**src/rtl/seg_scan_driver.sv**
```systemverilog
// seg_scan_driver: self-scanning multiplexed seven-segment driver for DIGITS
// common-anode digits with active-low anodes and cathodes. It provides hex
// decode, a per-digit decimal point and blank, an anti-ghost dead time at the
// start of every digit slot, and tear-free data updates that take effect on
// frame boundaries.
// Optional feature macro: LEADING_ZERO_BLANK_EN (leading-zero suppression).
module seg_scan_driver #(
   parameter int DIGITS      = 4,
   parameter int REFRESH_DIV = 50000,
   parameter int DEAD        = 500
) (
   input  logic                  clk,
   input  logic                  resetN,
   input  logic [4*DIGITS-1:0]   dataIn,
   input  logic [DIGITS-1:0]     dpIn,
   input  logic [DIGITS-1:0]     blankIn,
   input  logic                  load,
   output logic [DIGITS-1:0]     anodes,
   output logic [7:0]            cathodes,
   output logic                  frameTick
);

   localparam int PW = $clog2(REFRESH_DIV);
   localparam int RW = $clog2(DIGITS);
   localparam logic [PW-1:0] PRESC_MAX = PW'(REFRESH_DIV - 1);
   localparam logic [PW-1:0] DEAD_V    = PW'(DEAD);
   localparam logic [RW-1:0] RANK_MAX  = RW'(DIGITS - 1);

   // Reject unusable parameter sets while elaborating.
   generate
      if (DIGITS < 2 || DIGITS > 8) begin : g_bad_digits
         $error("seg_scan_driver: DIGITS must be in 2..8");
      end
      if (REFRESH_DIV <= DEAD + 1) begin : g_bad_div
         $error("seg_scan_driver: REFRESH_DIV must be at least DEAD+2");
      end
      if (DEAD < 1) begin : g_bad_dead
         $error("seg_scan_driver: DEAD must be at least 1");
      end
   endgenerate

   // Update handshake: load is a single-cycle strobe with no ready. Every
   // cycle with load=1 captures dataIn/dpIn/blankIn into the pending
   // register, and a later load overwrites it. The pending data moves to the
   // shadow register only on the frame-wrap cycle. A load on the wrap cycle
   // itself writes straight into the shadow register.

   logic [PW-1:0]         presc;
   logic [RW-1:0]         rank;
   logic                  frame_wrap;

   logic [4*DIGITS-1:0]   pend_data, shad_data;
   logic [DIGITS-1:0]     pend_dp, shad_dp;
   logic [DIGITS-1:0]     pend_blank, shad_blank;
   logic                  pend_valid;

   logic [DIGITS-1:0]     blank_eff;
   logic [3:0]            cur_nib;
   logic                  cur_dp;
   logic                  cur_blank;
   logic [DIGITS-1:0]     anodes_d;
   logic [7:0]            cathodes_d;

   // Hex to segments {g,f,e,d,c,b,a}, active low.
   function automatic logic [6:0] hex7(input logic [3:0] n);
      case (n)
         4'h0: hex7 = 7'h40;
         4'h1: hex7 = 7'h79;
         4'h2: hex7 = 7'h24;
         4'h3: hex7 = 7'h30;
         4'h4: hex7 = 7'h19;
         4'h5: hex7 = 7'h12;
         4'h6: hex7 = 7'h02;
         4'h7: hex7 = 7'h78;
         4'h8: hex7 = 7'h00;
         4'h9: hex7 = 7'h10;
         4'hA: hex7 = 7'h08;
         4'hB: hex7 = 7'h03;
         4'hC: hex7 = 7'h46;
         4'hD: hex7 = 7'h21;
         4'hE: hex7 = 7'h06;
         default: hex7 = 7'h0E;
      endcase
   endfunction

   assign frame_wrap = (presc == PRESC_MAX) && (rank == RANK_MAX);

   // Slot prescaler and digit rank counter.
   always_ff @(posedge clk or negedge resetN) begin
      if (!resetN) begin
         presc <= '0;
         rank  <= '0;
      end else if (presc == PRESC_MAX) begin
         presc <= '0;
         rank  <= (rank == RANK_MAX) ? '0 : rank + RW'(1);
      end else begin
         presc <= presc + PW'(1);
      end
   end

   // Pending/shadow update. The shadow register changes only at frame wrap.
   always_ff @(posedge clk or negedge resetN) begin
      if (!resetN) begin
         pend_data  <= '0;
         pend_dp    <= '0;
         pend_blank <= '0;
         pend_valid <= 1'b0;
         shad_data  <= '0;
         shad_dp    <= '0;
         shad_blank <= '0;
      end else if (load && frame_wrap) begin
         shad_data  <= dataIn;
         shad_dp    <= dpIn;
         shad_blank <= blankIn;
         pend_valid <= 1'b0;
      end else if (load) begin
         pend_data  <= dataIn;
         pend_dp    <= dpIn;
         pend_blank <= blankIn;
         pend_valid <= 1'b1;
      end else if (frame_wrap && pend_valid) begin
         shad_data  <= pend_data;
         shad_dp    <= pend_dp;
         shad_blank <= pend_blank;
         pend_valid <= 1'b0;
      end
   end

`ifdef LEADING_ZERO_BLANK_EN
   // Effective blank: explicit blank plus leading-zero suppression from shadow.
   always_comb begin
      logic zero_run;
      zero_run  = 1'b1;
      blank_eff = shad_blank;
      for (int k = DIGITS - 1; k >= 1; k--) begin
         zero_run = zero_run && (shad_data[4*k +: 4] == 4'h0);
         if (zero_run && !shad_dp[k]) begin
            blank_eff[k] = 1'b1;
         end
      end
   end
`else
   // Effective blank: only the explicit per-digit blank.
   always_comb begin
      blank_eff = shad_blank;
   end
`endif

   // Select the current digit and form the next anode/cathode pattern.
   always_comb begin
      cur_nib    = 4'h0;
      cur_dp     = 1'b0;
      cur_blank  = 1'b1;
      anodes_d   = '1;
      cathodes_d = 8'hFF;
      for (int k = 0; k < DIGITS; k++) begin
         if (rank == RW'(k)) begin
            cur_nib   = shad_data[4*k +: 4];
            cur_dp    = shad_dp[k];
            cur_blank = blank_eff[k];
         end
      end
      if (presc >= DEAD_V && !cur_blank) begin
         for (int k = 0; k < DIGITS; k++) begin
            anodes_d[k] = (rank != RW'(k));
         end
         cathodes_d = {~cur_dp, hex7(cur_nib)};
      end
   end

   // Registered pin drivers and the frame pulse.
   always_ff @(posedge clk or negedge resetN) begin
      if (!resetN) begin
         anodes    <= '1;
         cathodes  <= 8'hFF;
         frameTick <= 1'b0;
      end else begin
         anodes    <= anodes_d;
         cathodes  <= cathodes_d;
         frameTick <= frame_wrap;
      end
   end

endmodule

```
**config.mk**
```make
export PLATFORM = sky130hd
export DESIGN_NAME = seg_scan_driver
export DESIGN_NICKNAME = d
export VERILOG_FILES = /design/src/rtl/seg_scan_driver.sv
export SDC_FILE = /design/constraint.sdc
export NUM_CORES = 1
export LEC_CHECK = 0
export ABC_AREA = 1
export ABC_CLOCK_PERIOD_IN_PS = 2000
export CAP_MARGIN = 20
export CORE_MARGIN = 2
export CORE_UTILIZATION = 50
export DETAILED_ROUTE_END_ITERATION = 8
export GPL_TIMING_DRIVEN = 0
export PLACE_DENSITY = 0.74
export SLEW_MARGIN = 10
export SYNTH_ARGS = -nofsm -noshare
export SYNTH_HDL_FRONTEND = slang
export SYNTH_SLANG_ARGS = --single-unit
```
**constraint.sdc**
```tcl
create_clock -name clk -period 2 [get_ports clk]
set_clock_uncertainty 0.05 [all_clocks]
set_input_delay 0.4 -clock clk [delete_from_list [all_inputs] [get_ports clk]]
set_output_delay 0.4 -clock clk [all_outputs]
set_load 0.05 [all_outputs]
```
==> results.py, run 1 <==
metrics = {
    "floorplan": {
        "pin_count": 40,
        "num_rows": 33,
        "start_util_pct": 52.1,
        "chipHeight_um": 96.8,
        "core_area_um2": 8260,
        "die_w_um": 96.8,
        "dieArea_um2": 9360,
    },
    "final_layout": {
        "final_area_um2": 5340,
        "post-route-util_pct": 64.7,
        "layout_commonest_cell": "nand2_1",
        "fillers": 704,
        "diodes": 0,
        "syn_to_final_growth_pct": 24.2,
        "nNetsFinal": 684,
        "final_cell_mix": "211 x nand2_1, 79 x nor2_1, 67 x dfrtp_1, 51 x inv_1, 50 x nand3_1",
        "drive_gt1_share_pct": 16.6,
    },
    "clocking": {
        "cts_buffer_depth": 2,
        "numCtsBuffers": 9,
        "clock_latency_ps": 360,
        "tritoncts": "yes",
        "clock_sinks": 80,
        "clk_pin_slew_worst_paths_ps": 80,
        "htreeDepth": 3,
        "root_buffer": "clkbuf_8",
    },
    "yosys": {
        "synth_cells": 583,
        "yosysWarnings": 0,
        "syn-num-nets": 623,
        "postSynth.asyncResetShare_pct": 100,
        "synth-edff-count": 0,
        "synth_area_per_cell_um2": 7.38,
        "ys_seq_area_share_pct": 46.9,
        "ys_ff_latch": 80,
        "yosys_most_used_dff": "dfrtp_1",
        "synth_cell_type_count": 32,
        "syn_area_um2": 4300,
    },
    "sta": {
        "fin_crit_ps": 1980,
        "worst_slack_ps": 23.6,
        "finalCritPeriodShare_pct": 98.8,
        "setup_tns_ps": 0,
        "rsz0062_at_grt": "true",
        "worst_slew_pin_slew_ps": 499,
        "hold_viol": 0,
        "fmax_ghz": 0.506,
        "final_max_slew_viol_count": 0,
        "relSlewSlack_pct": 66.6,
        "finalSetupViolations": 0,
    },
    "worst_setup_path": {
        "critPathMaxFanout": 10,
        "r2r_slack_ps": 20,
        "path_class": "reg -> reg",
        "crit_end": "cathodes[3]",
        "r2r_start": "rank[1]",
        "crit_path_end_kind": "flip-flop",
        "arrival_ps": 2220,
        "startpoint": "rank[1]",
        "r2r_cells": 12,
        "r2r_end": "cathodes[3]",
        "crit_required_ps": 2240,
        "crit_path_start_kind": "flip-flop",
    },
    "placed_design": {
        "place_area_um2": 4840,
        "gp_congestion": 0.874,
        "post-place-ws_ps": -201,
        "dp_hpwl_um": 6680,
        "port_buffers": 38,
    },
    "grt": {
        "track_usage_pct": 20.9,
        "grt_pass1_vias": 3491,
        "antenna_found_initial": 0,
        "grt-ovfl-total": 0,
        "grt_start_max_net_pins": 49,
        "grt_pass1_wl_um": 16100,
    },
    "drt": {
        "route.detailed.drc": 0,
        "drt-pass1-iter-count": 5,
        "wl_um": 9580,
        "final_antenna_net_count": 0,
        "drt_iter0_drc": 213,
        "wl_per_cell_um": 12.7,
        "num_vias": 3736,
        "viasPerCell": 4.95,
    },
    "power_and_ir_drop": {
        "power_density_nw_per_um2": 610,
        "power_mw": 3.26,
        "p_leak_nw": 2.86,
        "ir_worst_vdd_mv": 0.340,
    },
    "outcome": {
        "outcome": "finished clean",
    },
    "run": {
        "cap_viol_max_count": 0,
    },
    "hold_path": {
        "min_path_type": "in -> reg",
    },
}
## state kept, by name, summed over array words and instances (netlist names)
name	cells
blank_eff	4
shad_dp	4
shad_data	16
rank	2
pend_valid	1
pend_dp	4
pend_data	16
cathodes	8
anodes	4
pend_blank	4
presc	16
frameTick	1
## layer usage
layer,global-route usage (%),vias to the layer above,part of all wire (%)
li1,-,1909,-
met1,28.6,1713,46
met2,32.6,95,48
met3,3.68,19,4.2
met4,9.10,0,2.1
met5,0,-,0
## worst max-delay path, cell delays in order, from the launching register on
cell     delay (ps)
dfrtp_1         410
buf_4           150
ha_4            160
buf_4           170
a21oi_1         120
nand2_1         100
nand2_4         140
inv_2            70
ha_1            220
nand3_1          90
nand2_1          60
nand2_1          90
nand3_2          60
## synth_stat cells (2+ instances only)
library cell  number  area share [%]
clkbuf_1           4            0.35
buf_2              9             1.0
nand2_1          218              19
nor2_1            80             7.0
inv_2              4            0.35
ha_1              13             3.8
buf_1              2            0.17
inv_1             58             5.1
nor3_1             3            0.35
o21ai_0            6            0.70
dfstp_2           12             7.3
dfrtp_1           68              40
or2_2              6            0.87
nand3_1           59             6.9
buf_6              4             1.0
a21oi_1           11             1.3
xor2_1             6             1.2
nand2_4            3            0.79
nand4_1            4            0.58
## kinds of logic after synthesis
kind of cell,after synthesis,share of synthesized area [%]
DFF,80,46.9
xor gates and xnor gates,7,1.43
and+or+nand+nor,379,36.9
buffers and inverters,83,8.35
AOI/OAI and AO/OA,21,2.68
adders and majority gates,13,3.78
## timing repair
action / CTS / global route
setup endpoints to repair: 19 / 33
pin swaps: 0 / 12
hold buffers: 1 / 0
gates cloned: 0 / 0
setup buffers: 3 / 8
resized for setup: 27 / 41
endpoints found under the hold margin: 20 / 0
## metrics by stage
stage	hold WS (ps)	instances
2_1_floorplan	54.4	583
3_3_place_gp	404	726
3_5_place_dp	319	727
4_1_cts	350	747
5_1_grt	383	754
6_report	360	754
## worst min-delay path by stage
| stage | depth (start not counted) | slack (ps) | from | endpoint |
|---|---|---|---|---|
| 2_1_floorplan | 0 | 50 | resetN | blank_eff[0] |
| 3_3_place_gp | 2 | 400 | pend_data[7] | pend_data[7] |
| 3_5_place_dp | 1 | 320 | resetN | presc[13] |
| 4_1_cts | 3 | 350 | load | pend_blank[1] |
| 5_1_grt | 3 | 380 | load | pend_blank[2] |
| 6_report | 3 | 360 | load | pend_blank[1] |
## cell type report
class	count	area, um2	area share, %
Multi-Input combinational cell	420	2090	39.2
Clock buffer	10	138	2.58
Buffer	19	140	2.62
Sequential cell	80	2020	37.8
Timing Repair Buffer	51	483	9.04
Tap cell	105	131	2.46
Inverter	63	249	4.66
Clock inverter	6	91.3	1.71
## power breakdown
part           internal [mW]  switching [mW]
sequential              1.66          0.0211
clock                  0.740           0.615
combinational          0.101           0.122
total                   2.50           0.758
(Power assumes the default switching activity.)
==> run 2: changes to the inputs <==
GPL_ROUTABILITY_DRIVEN = 0   (was not set)
==> run 2 against run 1 <==
Compared with the run above: core utilization is 0.24 points higher; critical path depth is the same; clock power rose by 4%; count of clock-buffer cells in the layout is 1 lower; die area stayed put; global-route usage about the same; register-to-register slack about the same; sequential power is essentially flat; critical endpoint is now cathodes[0]; maximum frequency down 0.54%; critical path type unchanged.
==> results.py, run 2 (synthesized netlist as in run 1, its figures left out) <==
metrics = {
    "drt": {
        "drt-pass1-iter-count": 6,
        "num_vias": 3790,
        "wl_um": 9900,
        "route.detailed.drc": 0,
        "drt_iter0_drc": 196,
        "wl_per_cell_um": 13.2,
        "final_antenna_net_count": 0,
        "viasPerCell": 5.04,
    },
    "sta": {
        "finalSetupViolations": 0,
        "fmax_ghz": 0.503,
        "hold_viol": 0,
        "fin_crit_ps": 1990,
        "worst_slew_pin_slew_ps": 514,
        "rsz0062_at_grt": "true",
        "finalCritPeriodShare_pct": 99.4,
        "relSlewSlack_pct": 65.7,
        "setup_tns_ps": 0,
        "final_max_slew_viol_count": 0,
    },
    "grt": {
        "grt-busiest-layer": "met2",
        "antenna_found_initial": 0,
        "track_usage_pct": 20.9,
        "grt_pass1_vias": 3532,
        "grt_use_met3_pct": 3.25,
        "use_met1_pct": 28.3,
        "grt_pass1_wl_um": 16300,
        "grt-ovfl-total": 0,
        "gr-usage-met2_pct": 34.2,
        "grt_start_max_net_pins": 49,
    },
    "power_and_ir_drop": {
        "power_mw": 3.31,
        "ir_worst_vdd_mv": 0.495,
        "p_leak_nw": 2.87,
        "p_switching_mw": 0.729,
        "p_int_mw": 2.58,
        "power_density_nw_per_um2": 617,
        "pwr-share-clk_pct": 42.5,
        "p_comb_share_pct": 6.7,
        "p_sw_share_pct": 22.0,
        "p_seq_share_pct": 50.8,
    },
    "final_layout": {
        "drive_gt1_share_pct": 16.8,
        "post-route-util_pct": 65.0,
        "diodes": 0,
        "nNetsFinal": 683,
        "syn_to_final_growth_pct": 24.7,
        "biggestRegsByFlops": "pend_data: 16 flops, presc: 16 flops, shad_data: 16 flops",
        "final_cell_mix": "211 x nand2_1, 78 x nor2_1, 67 x dfrtp_1, 51 x inv_1, 50 x nand3_1",
        "layout_commonest_cell": "nand2_1",
    },
    "worst_setup_path": {
        "crit_path_end_kind": "flip-flop",
        "arrival_ps": 2210,
        "critPathMaxFanout": 9,
        "path_class": "reg -> reg",
        "crit_path_start_kind": "flip-flop",
        "crit_required_ps": 2230,
    },
    "clocking": {
        "clk_pin_slew_worst_paths_ps": 80,
        "clock_latency_ps": 350,
        "tritoncts": "yes",
        "htreeDepth": 3,
        "root_buffer": "clkbuf_8",
        "clock_sinks": 80,
        "numCtsBuffers": 9,
        "cts_buffer_depth": 2,
    },
    "floorplan": {
        "pin_count": 40,
        "chipHeight_um": 96.8,
        "dieArea_um2": 9360,
        "die_w_um": 96.8,
        "core_area_um2": 8260,
        "start_util_pct": 52.1,
        "num_rows": 33,
    },
    "hold_path": {
        "min_path_type": "in -> reg",
    },
    "placed_design": {
        "dp_hpwl_um": 6770,
        "port_buffers": 38,
    },
    "outcome": {
        "outcome": "finished clean",
    },
    "run": {
        "cap_viol_max_count": 0,
    },
}
-- run 2: cell count changes in the layout (fill, tap and decap cells not counted), sizes merged --
cell | before | now
clkbuf | 12 | 11
clkinv | 0 | 3
inv | 64 | 63
buf | 30 | 29
clkinvlp | 3 | 0
bufinv | 2 | 3
-- run 2: timing repair --
item | CTS | global route
buffers inserted | 5 | 5
hold endpoints to repair | 20 | 0
gates resized for setup | 32 | 41
endpoints found under the setup margin | 20 | 25
pin swaps | 1 | 15
hold buffers | 1 | 0
-- run 2: power by group through the flow --
stage / registers (mW) / logic [mW] / clock network (mW)
floorplan: 1.71 / 0.108 / 0
finish: 1.68 / 0.222 / 1.41
global route: 1.69 / 0.255 / 1.51
CTS: 1.68 / 0.225 / 1.42
global placement: 1.71 / 0.212 / 0
detailed placement: 1.71 / 0.223 / 0
-- run 2: per-stage QoR --
stage	cell area, um2	instances	hold slack, ps	setup slack (ps)
2_1_floorplan	4300	583	54.4	92.9
3_3_place_gp	4810	726	404	-2240
3_5_place_dp	4840	727	323	-221
4_1_cts	5160	748	370	-9.19
5_1_grt	5360	752	390	-68.8
6_report	5360	752	376	12.8
-- run 2: worst paths after layout --
check                           endpoint  slack (ps)  cells after the start          start
max                          cathodes[0]          10                     12        rank[0]
min                        pend_blank[2]         380                      3           load
max reg2reg                  cathodes[0]          10                     12        rank[0]
min reg2reg                pend_data[11]         430                      2  pend_data[11]
max in group asynchronous     pend_dp[0]         840                      3         resetN
min in group asynchronous      presc[14]         480                      2         resetN
-- run 2: routing by layer --
layer	up-vias	share of wire, %
met2	113	49
met4	0	2.1
li1	1907	-
met1	1751	44
met5	-	0
met3	19	4.7
-- run 2: worst max-delay path, cell delays in order, from the launching register on --
cell	delay [ps]
dfrtp_2	470
inv_4	100
ha_4	140
buf_8	130
inv_6	50
or2_2	280
nand3_2	90
nand2_4	80
ha_2	180
inv_2	80
nand3_1	70
nand3_1	110
nand3_2	70
-- run 2: cell type report --
cell class	instances	area, um2
buffer	19	140
clock buffer	9	124
clock inverter	6	109
fill	726	2890
inverter	63	251
multi-input combinational	420	2110
sequential	80	2020
tap	105	131
timing repair buffer	50	475
